## config.mk

```make
export PLATFORM = sky130hd
export DESIGN_NAME = vote_logger_flat
export DESIGN_NICKNAME = d
export VERILOG_FILES = /design/src/rtl/vote_logger_if.sv /design/src/rtl/vote_logger.sv /design/src/flat_wrapper.sv
export SDC_FILE = /design/constraint.sdc
export NUM_CORES = 1
export LEC_CHECK = 0
export CAP_MARGIN = 15
export CORE_ASPECT_RATIO = 2
export CORE_MARGIN = 5
export CORE_UTILIZATION = 60
export DETAILED_ROUTE_END_ITERATION = 12
export GPL_TIMING_DRIVEN = 0
export PLACE_DENSITY = 0.8
export SETUP_SLACK_MARGIN = 0.1
export SYNTH_ARGS = -nofsm -noshare
export SYNTH_HDL_FRONTEND = slang
export SYNTH_SLANG_ARGS = --single-unit
```

## constraint.sdc

```tcl
create_clock -name clock -period 4 [get_ports clock]
set_input_delay 1 -clock clock [delete_from_list [all_inputs] [get_ports clock]]
set_output_delay 1 -clock clock [all_outputs]
set_load 0.02 [all_outputs]
```

## src/rtl/vote_logger_if.sv

```systemverilog
// Bundled voting/readout signals for vote_logger; the bench drives the master side.
// valid_vote carries one-cycle pulses with no back-pressure; the block answers each pulse cycle with exactly one of vote_ack or vote_reject one cycle later.
interface vote_logger_if #(
    parameter int NUM_CAND = 4,
    parameter int CNT_W    = 8
);
    localparam int SEL_W = $clog2(NUM_CAND);

    logic                mode;
    logic [NUM_CAND-1:0] valid_vote;
    logic [SEL_W-1:0]    cand_sel;
    logic                vote_ack;
    logic                vote_reject;
    logic                busy;
    logic [CNT_W-1:0]    count_out;
    logic [CNT_W-1:0]    total_out;
    logic [1:0]          state_dbg;

    modport master (
        output mode, valid_vote, cand_sel,
        input  vote_ack, vote_reject, busy, count_out, total_out, state_dbg
    );

    modport slave (
        input  mode, valid_vote, cand_sel,
        output vote_ack, vote_reject, busy, count_out, total_out, state_dbg
    );
endinterface

```

## src/rtl/vote_logger.sv

```systemverilog
// Per-candidate vote counter with post-vote lockout and registered result readout.
// Define VOTE_LOGGER_SATURATE_EN to saturate counters; otherwise they wrap.
module vote_logger #(
    parameter int NUM_CAND    = 4,
    parameter int CNT_W       = 8,
    parameter int LOCK_CYCLES = 4
) (
    input  logic          clock,
    input  logic          reset,
    vote_logger_if.slave  bus
);
    localparam int SEL_W = $clog2(NUM_CAND);

    typedef enum logic [1:0] {
        IDLE    = 2'd0,
        LOCKOUT = 2'd1,
        RESULT  = 2'd2
    } state_t;

    state_t           state, next_state;
    logic [3:0]       lock_cnt, lock_nxt;
    logic [CNT_W-1:0] cnt_q [NUM_CAND];
    logic [CNT_W-1:0] total_q;
    logic             ack_q, rej_q;
    logic [CNT_W-1:0] count_q, total_out_q;
    logic             any_vote, one_vote, accept, reject;
    logic [CNT_W-1:0] sel_cnt;

    function automatic logic [CNT_W-1:0] bump(input logic [CNT_W-1:0] v);
`ifdef VOTE_LOGGER_SATURATE_EN
        return (&v) ? v : v + CNT_W'(1);
`else
        return v + CNT_W'(1);
`endif
    endfunction

    assign any_vote = |bus.valid_vote;
    assign one_vote = any_vote &&
                      ((bus.valid_vote & (bus.valid_vote - NUM_CAND'(1))) == '0);

    // Out-of-range cand_sel matches no candidate and reads back zero.
    always_comb begin
        sel_cnt = '0;
        for (int i = 0; i < NUM_CAND; i++) begin
            if (bus.cand_sel == SEL_W'(i)) sel_cnt = cnt_q[i];
        end
    end

    always_comb begin
        next_state = state;
        lock_nxt   = lock_cnt;
        accept     = 1'b0;
        reject     = 1'b0;
        case (state)
            IDLE: begin
                if (bus.mode) begin
                    next_state = RESULT;
                    reject     = any_vote;
                end else if (one_vote) begin
                    accept     = 1'b1;
                    next_state = LOCKOUT;
                    lock_nxt   = 4'(LOCK_CYCLES - 1);
                end else begin
                    reject     = any_vote;
                end
            end
            LOCKOUT: begin
                reject = any_vote;
                if (lock_cnt == 4'd0) next_state = bus.mode ? RESULT : IDLE;
                else                  lock_nxt   = lock_cnt - 4'd1;
            end
            RESULT: begin
                reject = any_vote;
                if (!bus.mode) next_state = IDLE;
            end
            default: next_state = IDLE;
        endcase
    end

    always_ff @(posedge clock or negedge reset) begin
        if (!reset) begin
            state    <= IDLE;
            lock_cnt <= '0;
        end else begin
            state    <= next_state;
            lock_cnt <= lock_nxt;
        end
    end

    always_ff @(posedge clock or negedge reset) begin
        if (!reset) begin
            for (int i = 0; i < NUM_CAND; i++) cnt_q[i] <= '0;
            total_q <= '0;
        end else if (accept) begin
            for (int i = 0; i < NUM_CAND; i++) begin
                if (bus.valid_vote[i]) cnt_q[i] <= bump(cnt_q[i]);
            end
            total_q <= bump(total_q);
        end
    end

    // Readout registers load on entry to RESULT so the first RESULT cycle is already valid.
    always_ff @(posedge clock or negedge reset) begin
        if (!reset) begin
            ack_q       <= 1'b0;
            rej_q       <= 1'b0;
            count_q     <= '0;
            total_out_q <= '0;
        end else begin
            ack_q <= accept;
            rej_q <= reject;
            if (next_state == RESULT) begin
                count_q     <= sel_cnt;
                total_out_q <= total_q;
            end else begin
                count_q     <= '0;
                total_out_q <= '0;
            end
        end
    end

    assign bus.vote_ack    = ack_q;
    assign bus.vote_reject = rej_q;
    assign bus.busy        = (state == LOCKOUT);
    assign bus.count_out   = count_q;
    assign bus.total_out   = total_out_q;
    assign bus.state_dbg   = state;
endmodule

```

## src/flat_wrapper.sv

```systemverilog
// flat-port wrapper written by rule: the top's interface ports become plain ports
module vote_logger_flat 
#(
    parameter int NUM_CAND    = 4,
    parameter int CNT_W       = 8,
    parameter int LOCK_CYCLES = 4
)
  (clock, reset, bus_mode, bus_valid_vote, bus_cand_sel, bus_vote_ack, bus_vote_reject, bus_busy, bus_count_out, bus_total_out, bus_state_dbg);
  vote_logger_if #(.NUM_CAND(NUM_CAND), .CNT_W(CNT_W)) bus_i ();
  input  logic clock;
  input  logic reset;
  input wire logic [$bits(bus_i.mode)-1:0] bus_mode;
  input wire logic [$bits(bus_i.valid_vote)-1:0] bus_valid_vote;
  input wire logic [$bits(bus_i.cand_sel)-1:0] bus_cand_sel;
  output wire logic [$bits(bus_i.vote_ack)-1:0] bus_vote_ack;
  output wire logic [$bits(bus_i.vote_reject)-1:0] bus_vote_reject;
  output wire logic [$bits(bus_i.busy)-1:0] bus_busy;
  output wire logic [$bits(bus_i.count_out)-1:0] bus_count_out;
  output wire logic [$bits(bus_i.total_out)-1:0] bus_total_out;
  output wire logic [$bits(bus_i.state_dbg)-1:0] bus_state_dbg;
  assign bus_i.mode = bus_mode;
  assign bus_i.valid_vote = bus_valid_vote;
  assign bus_i.cand_sel = bus_cand_sel;
  assign bus_vote_ack = bus_i.vote_ack;
  assign bus_vote_reject = bus_i.vote_reject;
  assign bus_busy = bus_i.busy;
  assign bus_count_out = bus_i.count_out;
  assign bus_total_out = bus_i.total_out;
  assign bus_state_dbg = bus_i.state_dbg;
  vote_logger #(.NUM_CAND(NUM_CAND), .CNT_W(CNT_W), .LOCK_CYCLES(LOCK_CYCLES)) u_core (.clock(clock), .reset(reset), .bus(bus_i));
endmodule
```

======== After elaboration in Yosys (flattened, before gate mapping) ========
Cells that the tools add are included.
storage, ports and cells
  register bits ........................... 64
  bits of input ports ..................... 9
  output and inout port bits .............. 21
  word-level logic and storage cells ...... 63
cells by class
  $add $sub $neg .......................... 7
  equality and inequality tests ........... 9
  mux-type cells .......................... 22
  bitwise operators ....................... 1
  reduce and logical (&&, ||, !) cells .... 13
operators by type and width
  kind                                                                     number
  8-bit 2-to-1 mux                                                         6
  8-bit by 1-bit adder with 8-bit output, second input constant            5
  4-bit 2-to-1 mux                                                         3
  2-bit 2-to-1 mux                                                         5
  2-bit == test, second input constant                                     4
  4-bit zero test                                                          2
  4-bit one-hot mux with 2 select lines                                    1
  2-bit AND reduction                                                      4
  4-bit by 1-bit subtractor with 4-bit output, second input constant       2
  2-bit one-hot mux with 3 select lines                                    1
  1-bit 2-to-1 mux                                                         5
  4-bit AND                                                                1
  2-bit by 1-bit == test with 1-bit output, second input constant          2
  2-bit zero test                                                          2
  2-bit inequality test, second input constant                             2
  4-bit AND reduction                                                      1
  4-bit OR reduction                                                       1
  2-bit by 1-bit inequality test with 1-bit output, second input constant  1
  1-bit one-hot mux with 2 select lines                                    1
  2-bit nonzero test                                                       1
  2-bit OR reduction                                                       1
  1-bit logical AND                                                        1

======== Logic depth before layout (Yosys ltp) ========
Gate-level depths: netlist (run 1).
  depth in word-level cells ............... 9
  depth in mapped cells ................... 9
  mapped depth without buffers ............ 6

======== Least setup slack after synthesis (run 1) ========
No wires, ideal clock.
  kind .................................... in2reg
  from .................................... input port bus_valid_vote[1]
  to ...................................... register u_core.total_out_q[0] (netlist: u_core.bus.total_out[0])
  setup time .............................. 0.141 ns
  arrival time ............................ 2.302 ns
  data required time ...................... 3.859 ns
  path slack .............................. 1.558 ns
  stages .................................. 7
  buffers on the path ..................... 3
  cell sequence ........................... buf_2 or4b_4 nand3_1 o221a_2 clkbuf_8 buf_6 nor4b_2
on the way
  longest elaborated chain between the ends .. 9
  elaborated cells on any way between the ends .. 10
  those cells by class .................... 1 x add/sub; 1 x eq/ne; 4 x mux; 1 x bitwise; 3 x reduce/logical
ends and longest elaborated chain
  item                                         line                RTL
  start, declared                              flat_wrapper.sv:13  input wire logic [$bits(bus_i.valid_vote)-1:0] bus_valid_vote;
  4-bit by 1-bit subtractor with 4-bit output  vote_logger.sv:39   ((bus.valid_vote & (bus.valid_vote - NUM_CAND'(1))) == '0);
  4-bit AND                                    vote_logger.sv:39
  4-bit zero test                              vote_logger.sv:39
  1-bit logical AND *                          vote_logger.sv:38   assign one_vote = any_vote &&
  2-bit 2-to-1 mux *                           vote_logger.sv:59   end else if (one_vote) begin
  2-bit 2-to-1 mux *                           vote_logger.sv:56   if (bus.mode) begin
  2-bit one-hot mux with 3 select lines *      vote_logger.sv:54   case (state)
  2-bit == test *                              vote_logger.sv:112  if (next_state == RESULT) begin
  8-bit 2-to-1 mux *                           vote_logger.sv:112
  end signal, assigned                         vote_logger.sv:114  total_out_q <= total_q;
  end, declared                                vote_logger.sv:25   logic [CNT_W-1:0] count_q, total_out_q;
Mark *: on every way between the ends. The rest lies on a longest branch, timed or not.
A chain may end at the register's enable or synchronous reset.

======== Final worst setup path (run 1) ========
  from .................................... register u_core.state[1] (netlist: u_core.bus.state_dbg[1])
  to ...................................... output port bus_busy
on the way
  longest elaborated chain between the ends .. 1
ends and longest elaborated chain
  item                                      line                RTL
  start, declared                           vote_logger.sv:20   state_t state, next_state;
  start signal, assigned                    vote_logger.sv:85   state <= next_state;
  2-bit by 1-bit == test with 1-bit output  vote_logger.sv:124  assign bus.busy = (state == LOCKOUT);
  end, declared                             flat_wrapper.sv:17  output wire logic [$bits(bus_i.busy)-1:0] bus_busy;
No other way between the ends.

==> qor.txt, run 1 <==
Cell Area, Synth - 3370 µm²
Synth area leader - dfrtp_1
Fmax - 368 MHz
root buffer cell - clkbuf_8
Inserted Diodes - 0
RSZ-0062 raised after global routing - no
Area Growth Syn to Fin - 14.3%
pre-CTS WS - 1210 ps
number of global-route vias before repair - 2337
Hold Crit Class - reg2reg
# port buffers - 22
Slew @ Worst Pin - 775 ps
drt first pass iters - 4
Yosys cell types - 53
peak supply drop - 0.425 mV
Fillers - 394
most frequent cell after synthesis - dfrtp_1
CP endpoint kind - primary output
status - finished, final reports clean
Leakage - 1.72 nW
Setup Buffers After CTS - 0
clk_lat worst skew - 350 ps
Synth Register Bits - 64
initial antenna violation count - 0
share of flip-flops with an asynchronous set or reset - 100%
post-DP HPWL - 4650 µm
count of final hold-check violations - 0
maxcap violations - 0
CTS tree - built
Routed WL - 6440 µm
wire per inst - 17.6 µm
WP data arrival - 1720 ps
Cell Area, Placed - 3680 µm²
sequential share of the synthesized area - 47.5%
Tcrit/Tclk final - 68.0%
Synth Net Count - 288
Post-Route Utilization - 70.5%
Vias - 2215
Ports - 30
post-synthesis instance total - 269
CTS Buffer Depth - 2
Post-Syn Area per Cell - 12.5 µm²
final worst slack - 1280 ps
clk slew on worst S/H paths - 60 ps
Power Dens Cells - 532 nW/µm²
CTS buffer count - 9
fraction of layout cells with a size suffix above 1 - 20.9%
top_reg_cell synth - dfrtp_1
Synth top area share - 47.5%
Final Setup Violations - 0
Slew HR - 47.6%
post-route design area - 3850 µm²
register area - 1600 µm²
Std-Cell Rows - 38
Clock H-tree levels - 3
WS Path Type - reg2out
total gr overflow - 0
Placer Congestion - 0.803
peak fanout along the critical path - 5
Startpoint Class - flop
most frequent cells after synthesis - dfrtp_1, xnor2_1, xor2_1
initial drt markers - 95
die area - 7310 µm²
DRC - 0
Die W - 63.0 µm
vias per cell - 6.05
post-route ant nets - 0
Ys Warns - 0
first-pass GRT wire length - 11000 µm
# hold bufs at CTS - 0
starting density of the core - 61.6%
Total GRT Usage - 19.4%
Worst EP required - 3000 ps
Tmin final - 2720 ps
Slew Limit Fails - 0
post-CTS sizing - 0
area of the multi-input gates - 1570 µm²
pin count of the biggest net entering global routing - 43
Die Y - 116 µm
synth top area cells - dfrtp_1, xnor2_1, nor4b_2
Layout Nets - 322
Clock Skews - 9.19 ps
CTS Sinks - 64
Core Region - 5470 µm²
Post-synth EDFFs - 0
[cells in the final DEF (no fill, tap or decap), types with 4 or more instances in the layout]
master           instances
dfrtp_1                 64
clkdlybuf4s50_1         21
xnor2_1                 19
xor2_1                  17
clkbuf_8                16
nand4_1                 15
nand2_1                 14
inv_1                   10
nor2_1                  10
nor4b_2                 10
ha_1                    10
nand3_1                  9
nor4b_1                  7
mux2_2                   7
a21oi_1                  6
buf_6                    5
mux4_2                   5
nor3_1                   4
and2_1                   4
clkbuf_1                 4
[layout make-up]
class / instances / share of cell area [%]
buffer: 17 / 4.16
sequential: 64 / 41.6
inverter: 10 / 0.974
tap: 60 / 1.95
clock buffer: 14 / 4.48
multi-input combinational: 178 / 40.8
timing repair buffer: 23 / 6.11
[worst paths after layout]
kind                                                       to  slack, ps                         startpoint  cells past startpoint
worst max-delay path                                 bus_busy       1280  u_core.bus.state_dbg[1]$_DFF_PN0_                      3
worst min-delay path            u_core.total_q[7]$_DFFE_PN0N_        480      u_core.total_q[7]$_DFFE_PN0N_                      1
worst max register to register   u_core.cnt_q[17]$_DFFE_PN0P_       1680  u_core.bus.state_dbg[0]$_DFF_PN0_                      6
worst min register to register  u_core.total_q[7]$_DFFE_PN0N_        480      u_core.total_q[7]$_DFFE_PN0N_                      1
max in group asynchronous         u_core.cnt_q[9]$_DFFE_PN0P_       2760                              reset                      2
min in group asynchronous       u_core.total_q[1]$_DFFE_PN0N_        630                              reset                      1
[power by group]
part,internal (W),switching (W)
clock,0.000269,0.000226
sequential,0.000746,0.000126
combinational,0.000322,0.000361
total,0.00134,0.000713
[sequential cells by signal (all words and copies together), names as in the netlist]
name,cells
u_core.cnt_q,32
u_core.bus.count_out,8
u_core.bus.total_out,8
u_core.total_q,8
u_core.lock_cnt,4
u_core.bus.state_dbg,2
u_core.bus.vote_ack,1
u_core.bus.vote_reject,1
[metrics by stage]
stage / TNS (ps) / total power [W] / std cells / hold slack (ps)
2_1_floorplan: 0 / 0.00134 / 269 / 434
3_3_place_gp: -3250 / 0.00155 / 351 / 448
3_5_place_dp: 0 / 0.00157 / 352 / 466
4_1_cts: 0 / 0.00207 / 366 / 475
5_1_grt: 0 / 0.00217 / 366 / 478
6_report: 0 / 0.00205 / 366 / 478
[critical path, stage by stage, from the launching register on]
cell,delay [ps]
dfrtp_1,440
inv_1,130
ha_1,200
clkdlybuf4s50_1,610
[per-layer routing]
layer  routed length, µm  part of all wire [%]  track usage [%]  vias up
li1                    -                     -                -     1040
met1                2480                    39             22.1     1102
met2                3500                    54             34.1       59
met3                 271                   4.2             3.59       14
met4                 182                   2.8             10.2        0
met5                   0                     0                0        -
[cells by family after synthesis]
| kind of cell | after synthesis | synth area share, % |
|---|---|---|
| xor+xnor | 36 | 9.36 |
| simple gates | 93 | 19.8 |
| fa+ha+maj | 11 | 4.01 |
| buf+inv | 27 | 5.87 |
| compound gates | 23 | 5.57 |
| mux | 15 | 7.91 |
| flops | 64 | 47.5 |
(Power assumes the default switching activity.)
==> run 2, diff against run 1 <==
--- a/config.mk
+++ b/config.mk
@@ -8,10 +8,10 @@
 export CAP_MARGIN = 15
 export CORE_ASPECT_RATIO = 2
 export CORE_MARGIN = 5
-export CORE_UTILIZATION = 60
+export CORE_UTILIZATION = 52
 export DETAILED_ROUTE_END_ITERATION = 12
 export GPL_TIMING_DRIVEN = 0
-export PLACE_DENSITY = 0.8
+export PLACE_DENSITY = 0.73
 export SETUP_SLACK_MARGIN = 0.1
 export SYNTH_ARGS = -nofsm -noshare
 export SYNTH_HDL_FRONTEND = slang
==> constraint.sdc (replaced) <==
create_clock -name clock -period 2.42 [get_ports clock]
set_input_delay 0.605 -clock clock [delete_from_list [all_inputs] [get_ports clock]]
set_output_delay 0.605 -clock clock [all_outputs]
set_load 0.02 [all_outputs]
==> run 2 against run 1 <==
Effect of this change:
- setup slack got worse by 1100 ps
- design area increased by 4.9%
- non-clock buffer count is the same
- cell count up 7.7%
- power increased by 88%
- clock power grew to 2.5 times the previous value
- sequential power grew 66%
- critical path type is now reg2reg
- critical endpoint is now u_core.total_q[1]$_DFFE_PN0N_
- largest power group unchanged
==> qor.txt, run 2 (synthesized netlist as in run 1, its figures left out) <==
Vias - 2196
Std-Cell Rows - 41
Slew Limit Fails - 0
Worst path top cell family by delay - simple AND/OR/NAND/NOR gates
WS Path Type - reg2reg
pin count of the biggest net entering global routing - 42
peak supply drop - 0.514 mV
number of global-route vias before repair - 2268
Power Dens Cells - 952 nW/µm²
die area - 8290 µm²
Startpoint Class - flop
post-route ant nets - 0
CTS buffer count - 9
CTS Buffer Depth - 2
clk_lat worst skew - 320 ps
CTS Sinks - 64
Slew HR - 61.1%
Layout Nets - 322
Slew @ Worst Pin - 583 ps
Routed WL - 6380 µm
Placer Congestion - 0.839
Die W - 66.9 µm
WP data arrival - 2420 ps
Setup Buffers After CTS - 0
status - finished, final reports clean
max FFs per register - 32
RSZ-0062 raised after global routing - no
Core Region - 6310 µm²
starting density of the core - 53.4%
most frequent cells in the layout - dfrtp_1, clkdlybuf4s50_1, xnor2_1
clk slew on worst S/H paths - 50 ps
CTS tree - built
Crit-path slowest cell - dfrtp_1
# port buffers - 22
total gr overflow - 0
Fmax - 452 MHz
worst path bufs/invs - 2
CP endpoint kind - flop
commonest non-fill, non-tap cell in the layout - dfrtp_1
Worst EP required - 2630 ps
Tcrit/Tclk final - 91.5%
DRC - 0
reg2reg end - u_core.total_q[1]$_DFFE_PN0N_
Ports - 30
initial drt markers - 105
post-DP HPWL - 4720 µm
Clock Skews - 5.99 ps
Hold WS - 274 ps
FF-to-FF path depth - 7
Post-Route Utilization - 64.0%
FF-to-FF setup slack - 210 ps
Total GRT Usage - 18.2%
Biggest register - u_core.cnt_q
Tmin final - 2210 ps
Final Setup Violations - 0
CP max stage delay - 430 ps
Hold Crit Class - in2async
Area Growth Syn to Fin - 19.9%
Fillers - 485
wire per inst - 16.2 µm
Die Y - 124 µm
drt first pass iters - 4
count of final hold-check violations - 0
vias per cell - 5.57
maxcap violations - 0
area of the multi-input gates - 1590 µm²
worst-path cell chain - inv_1 > ha_1 > buf_4 > nor3b_1 > o311ai_4 > nand2_1 > mux2_2
Clock H-tree levels - 3
Inserted Diodes - 0
Leakage - 1.78 nW
root buffer cell - clkbuf_16
fraction of layout cells with a size suffix above 1 - 22.7%
register area - 1600 µm²
launching point of the worst reg2reg path - u_core.bus.state_dbg[1]$_DFF_PN0_
initial antenna violation count - 0
peak fanout along the critical path - 10
first-pass GRT wire length - 11100 µm
## run 2: per-layer routing
layer  part of all wire (%)  vias to the layer above  global-route usage [%]
li1                       -                     1044                       -
met1                     39                     1100                    20.8
met2                     55                       39                    31.5
met3                    3.2                       13                    3.88
met4                    2.9                        0                    9.28
met5                      0                        -                       0
## run 2: where the power goes
group	switching (W)	internal, W	total [W]	leakage, nW
combinational	0.000599	0.000539	0.00114	0.782
clock	0.000429	0.000832	0.00126	0.148
sequential	0.000211	0.00124	0.00145	0.853
## run 2: how the worst max path moves through the flow
stage / startpoint / to / slack (ps) / cells after the start
finish: u_core.bus.state_dbg[1]$_DFF_PN0_ / u_core.total_q[1]$_DFFE_PN0N_ / 210 / 7
CTS: u_core.bus.state_dbg[1]$_DFF_PN0_ / u_core.bus.total_out[3]$_DFF_PN0_ / 180 / 8
global placement: reset / u_core.lock_cnt[2]$_DFFE_PN0P_ / -1280 / 1
global route: u_core.bus.state_dbg[1]$_DFF_PN0_ / u_core.bus.total_out[6]$_DFF_PN0_ / 100 / 8
detailed placement: bus_mode / u_core.cnt_q[25]$_DFFE_PN0P_ / -30 / 5
floorplan: u_core.bus.state_dbg[1]$_DFF_PN0_ / u_core.lock_cnt[0]$_DFFE_PN0P_ / 180 / 7
## run 2: timing repair
item,4_1_cts,5_1_grt
resized for setup,2,3
endpoints found under the setup margin,7,15
hold buffers,0,0
pin swaps,0,0
## run 2: layout make-up
type / count / share of cell area (%)
sequential: 64 / 39.7
tap: 86 / 2.66
inverter: 10 / 0.929
clock buffer: 15 / 7.37
multi-input combinational: 178 / 39.4
timing repair buffer: 23 / 5.79
buffer: 17 / 3.96
clock inverter: 1 / 0.186
## run 2: stage by stage
step,worst slack [ps],cells,total power (W),cell area [µm²],TNS (ps)
finish,205,394,0.00385,4040,0
floorplan,179,269,0.00222,3370,0
global placement,-1280,377,0.00256,3700,-81840
CTS,180,394,0.00387,4020,0
global route,101,394,0.00408,4040,0
detailed placement,-33.9,378,0.00259,3710,-63.1
==> run 3, diff against run 2 <==
--- a/config.mk
+++ b/config.mk
@@ -5,6 +5,7 @@
 export SDC_FILE = /design/constraint.sdc
 export NUM_CORES = 1
 export LEC_CHECK = 0
+export ABC_AREA = 1
 export CAP_MARGIN = 15
 export CORE_ASPECT_RATIO = 2
 export CORE_MARGIN = 5
==> run 3 against run 2 <==
Effect of this change:
- die area decreased by 3.4%
- sequential power increased by 19%
- power increased by 20%
- critical endpoint is now u_core.cnt_q[30]$_DFFE_PN0P_
- utilization increased by 1.0 points
- largest power group unchanged
- count of clock-buffer cells in the layout decreased by 4
==> qor.txt, run 3 <==
first-pass GRT wire length - 11400 µm
switch share - 36.9%
peak fanout along the critical path - 8
CTS Sinks - 64
pin count of the biggest net entering global routing - 43
Yosys cell types - 32
register area - 1600 µm²
combinational fraction of design power - 34.8%
post-synthesis instance total - 381
Synth Net Count - 400
Core Region - 6060 µm²
clk slew on worst S/H paths - 50 ps
CP dominant cell by count - nand2_1
most frequent cell after synthesis - nand2_1
# port buffers - 28
Slew HR - 64.2%
post-DP HPWL - 5050 µm
Slew Limit Fails - 0
FF-to-FF path depth - 12
WP data arrival - 2320 ps
CP endpoint kind - flop
Tmin final - 2090 ps
most frequent cells after synthesis - nand2_1, dfrtp_1, inv_1
total gr overflow - 0
Vias - 2506
Inserted Diodes - 0
Ys Warns - 0
max FFs per register - 32
Startpoint Class - input port
commonest non-fill, non-tap cell in the layout - nand2_1
reg2reg end - u_core.cnt_q[30]$_DFFE_PN0P_
top_reg_cell synth - dfrtp_1
Ports - 30
fraction of layout cells with a size suffix above 1 - 8.45%
WS Path Type - in2reg
Worst EP required - 2640 ps
maxcap violations - 0
sequential share of the synthesized area - 49.4%
share of flip-flops with an asynchronous set or reset - 100%
fin cells - 510
number of global-route vias before repair - 2556
TNS Setup - 0 ps
die area - 8010 µm²
CP max stage delay - 500 ps
CTS Buffer Depth - 2
count of final hold-check violations - 0
CTS tree - built
wire per inst - 13.1 µm
Synth area leader - dfrtp_1
Biggest register - u_core.cnt_q
Slew @ Worst Pin - 536 ps
Post-synth EDFFs - 0
RSZ-0062 raised after global routing - no
Fmax - 478 MHz
status - finished, final reports clean
drt first pass iters - 4
initial drt markers - 151
Layout Nets - 440
worst-path cell chain - clkdlybuf4s50_1 > nor2_1 > nand2_1 > nand2_1 > nand3_4 > nor2_4 > nand2_2 > inv_2 > nand2_1 > nand2_1 > nand2_1
Routed WL - 6670 µm
synth top area cells - dfrtp_1, nand2_1, xor2_1
Area Growth Syn to Fin - 21.5%
Fillers - 492
clk_lat worst skew - 330 ps
Cell Area, Synth - 3240 µm²
Synth Register Bits - 64
Clock Skews - 5.02 ps
CTS buffer count - 9
vias per cell - 4.91
sequential share of power - 37.3%
clock group share of total power - 27.9%
Cells after DPL - 494
Power Dens Cells - 1170 nW/µm²
starting density of the core - 53.5%
DRC - 0
FF-to-FF setup slack - 410 ps
area of the multi-input gates - 1350 µm²
Hold Crit Class - in2async
worst path bufs/invs - 2
Die W - 65.8 µm
initial antenna violation count - 0
launching point of the worst reg2reg path - u_core.bus.state_dbg[0]$_DFF_PN0_
Pint - 0.00291 W
Crit-path slowest cell - clkdlybuf4s50_1
Worst path top cell family by delay - simple AND/OR/NAND/NOR gates
sw power - 0.00170 W
Die Y - 122 µm
root buffer cell - clkbuf_16
Final Setup Violations - 0
Post-Syn Area per Cell - 8.51 µm²
# hold bufs at CTS - 0
Leakage - 1.98 nW
Std-Cell Rows - 40
Tcrit/Tclk final - 86.4%
Synth top area share - 49.4%
peak supply drop - 0.587 mV
most frequent cells in the layout - nand2_1, inv_1, dfrtp_1
Total GRT Usage - 18.9%
post-route ant nets - 0
Clock H-tree levels - 3
Placer Congestion - 0.876
-- run 3: cell count changes in the layout (fill, tap and decap cells not counted), sizes merged, moves of 7 or more --
cell / change
xnor2: -18
clkbuf: -9
buf: -8
nand2: +68
inv: +59
nand4: -10
o21ai: +23
xor2: +11
nor2: +37
mux2: -7
nor3: +7
mux4: -8
nor4b: -17
-- run 3: layout make-up --
cell class | instances | area share (%)
sequential | 64 | 40.7
multi-input combinational | 244 | 34.3
timing repair buffer | 29 | 7.47
inverter | 70 | 6.77
clock buffer | 11 | 6.16
tap | 84 | 2.67
clock inverter | 5 | 1.43
buffer | 3 | 0.508
-- run 3: how the worst max path moves through the flow --
stage | to | depth (start not counted) | startpoint
finish | u_core.cnt_q[30]$_DFFE_PN0P_ | 11 | bus_valid_vote[3]
global route | u_core.cnt_q[30]$_DFFE_PN0P_ | 11 | bus_valid_vote[3]
CTS | u_core.cnt_q[30]$_DFFE_PN0P_ | 11 | bus_valid_vote[3]
detailed placement | u_core.cnt_q[30]$_DFFE_PN0P_ | 11 | bus_valid_vote[3]
global placement | u_core.bus.state_dbg[0]$_DFF_PN0_ | 1 | reset
floorplan | u_core.cnt_q[30]$_DFFE_PN0P_ | 12 | u_core.bus.state_dbg[0]$_DFF_PN0_
-- run 3: power groups by stage --
stage               logic (W)  clock network [W]  registers [W]
finish                0.00160            0.00129        0.00172
global route          0.00181            0.00134        0.00177
CTS                   0.00163            0.00129        0.00172
detailed placement    0.00161                  0        0.00174
global placement      0.00156                  0        0.00172
floorplan            0.000915                  0        0.00183
-- run 3: cell families after synthesis --
logic type               after synthesis  share of synthesized area [%]
XOR/XNOR                              29                           7.84
AND/OR/NAND/NOR                      162                           22.6
buffers and inverters                 73                           8.84
AO/OA/AOI/OAI                         43                           7.45
flip-flops                            64                           49.4
adder cells (fa/ha/maj)               10                           3.86
-- run 3: per-stage QoR --
step / setup slack (ps) / power [W] / hold slack (ps) / area, µm² / util, %
2_1_floorplan: 596 / 0.00275 / 309 / 3240 / -
5_1_grt: 106 / 0.00492 / 308 / 3940 / 65.0
3_5_place_dp: -17.5 / 0.00335 / 456 / 3640 / 60.1
3_3_place_gp: -1270 / 0.00327 / 449 / 3630 / 59.9
6_report: 328 / 0.00461 / 253 / 3940 / 65.0
4_1_cts: 327 / 0.00464 / 267 / 3940 / 65.0
-- run 3: layer usage --
| metal | global-route usage (%) | share of wire [%] | routed length (µm) |
|---|---|---|---|
| met2 | 33.4 | 56 | 3730 |
| met5 | 0 | 0 | 0 |
| met1 | 19.4 | 37 | 2460 |
| met4 | 12.3 | 3.9 | 262 |
| met3 | 3.97 | 3.2 | 216 |
-- run 3: what timing repair did --
action	CTS	global route
buffers inserted	0	0
gates resized for setup	1	0
setup endpoints to repair	1	0
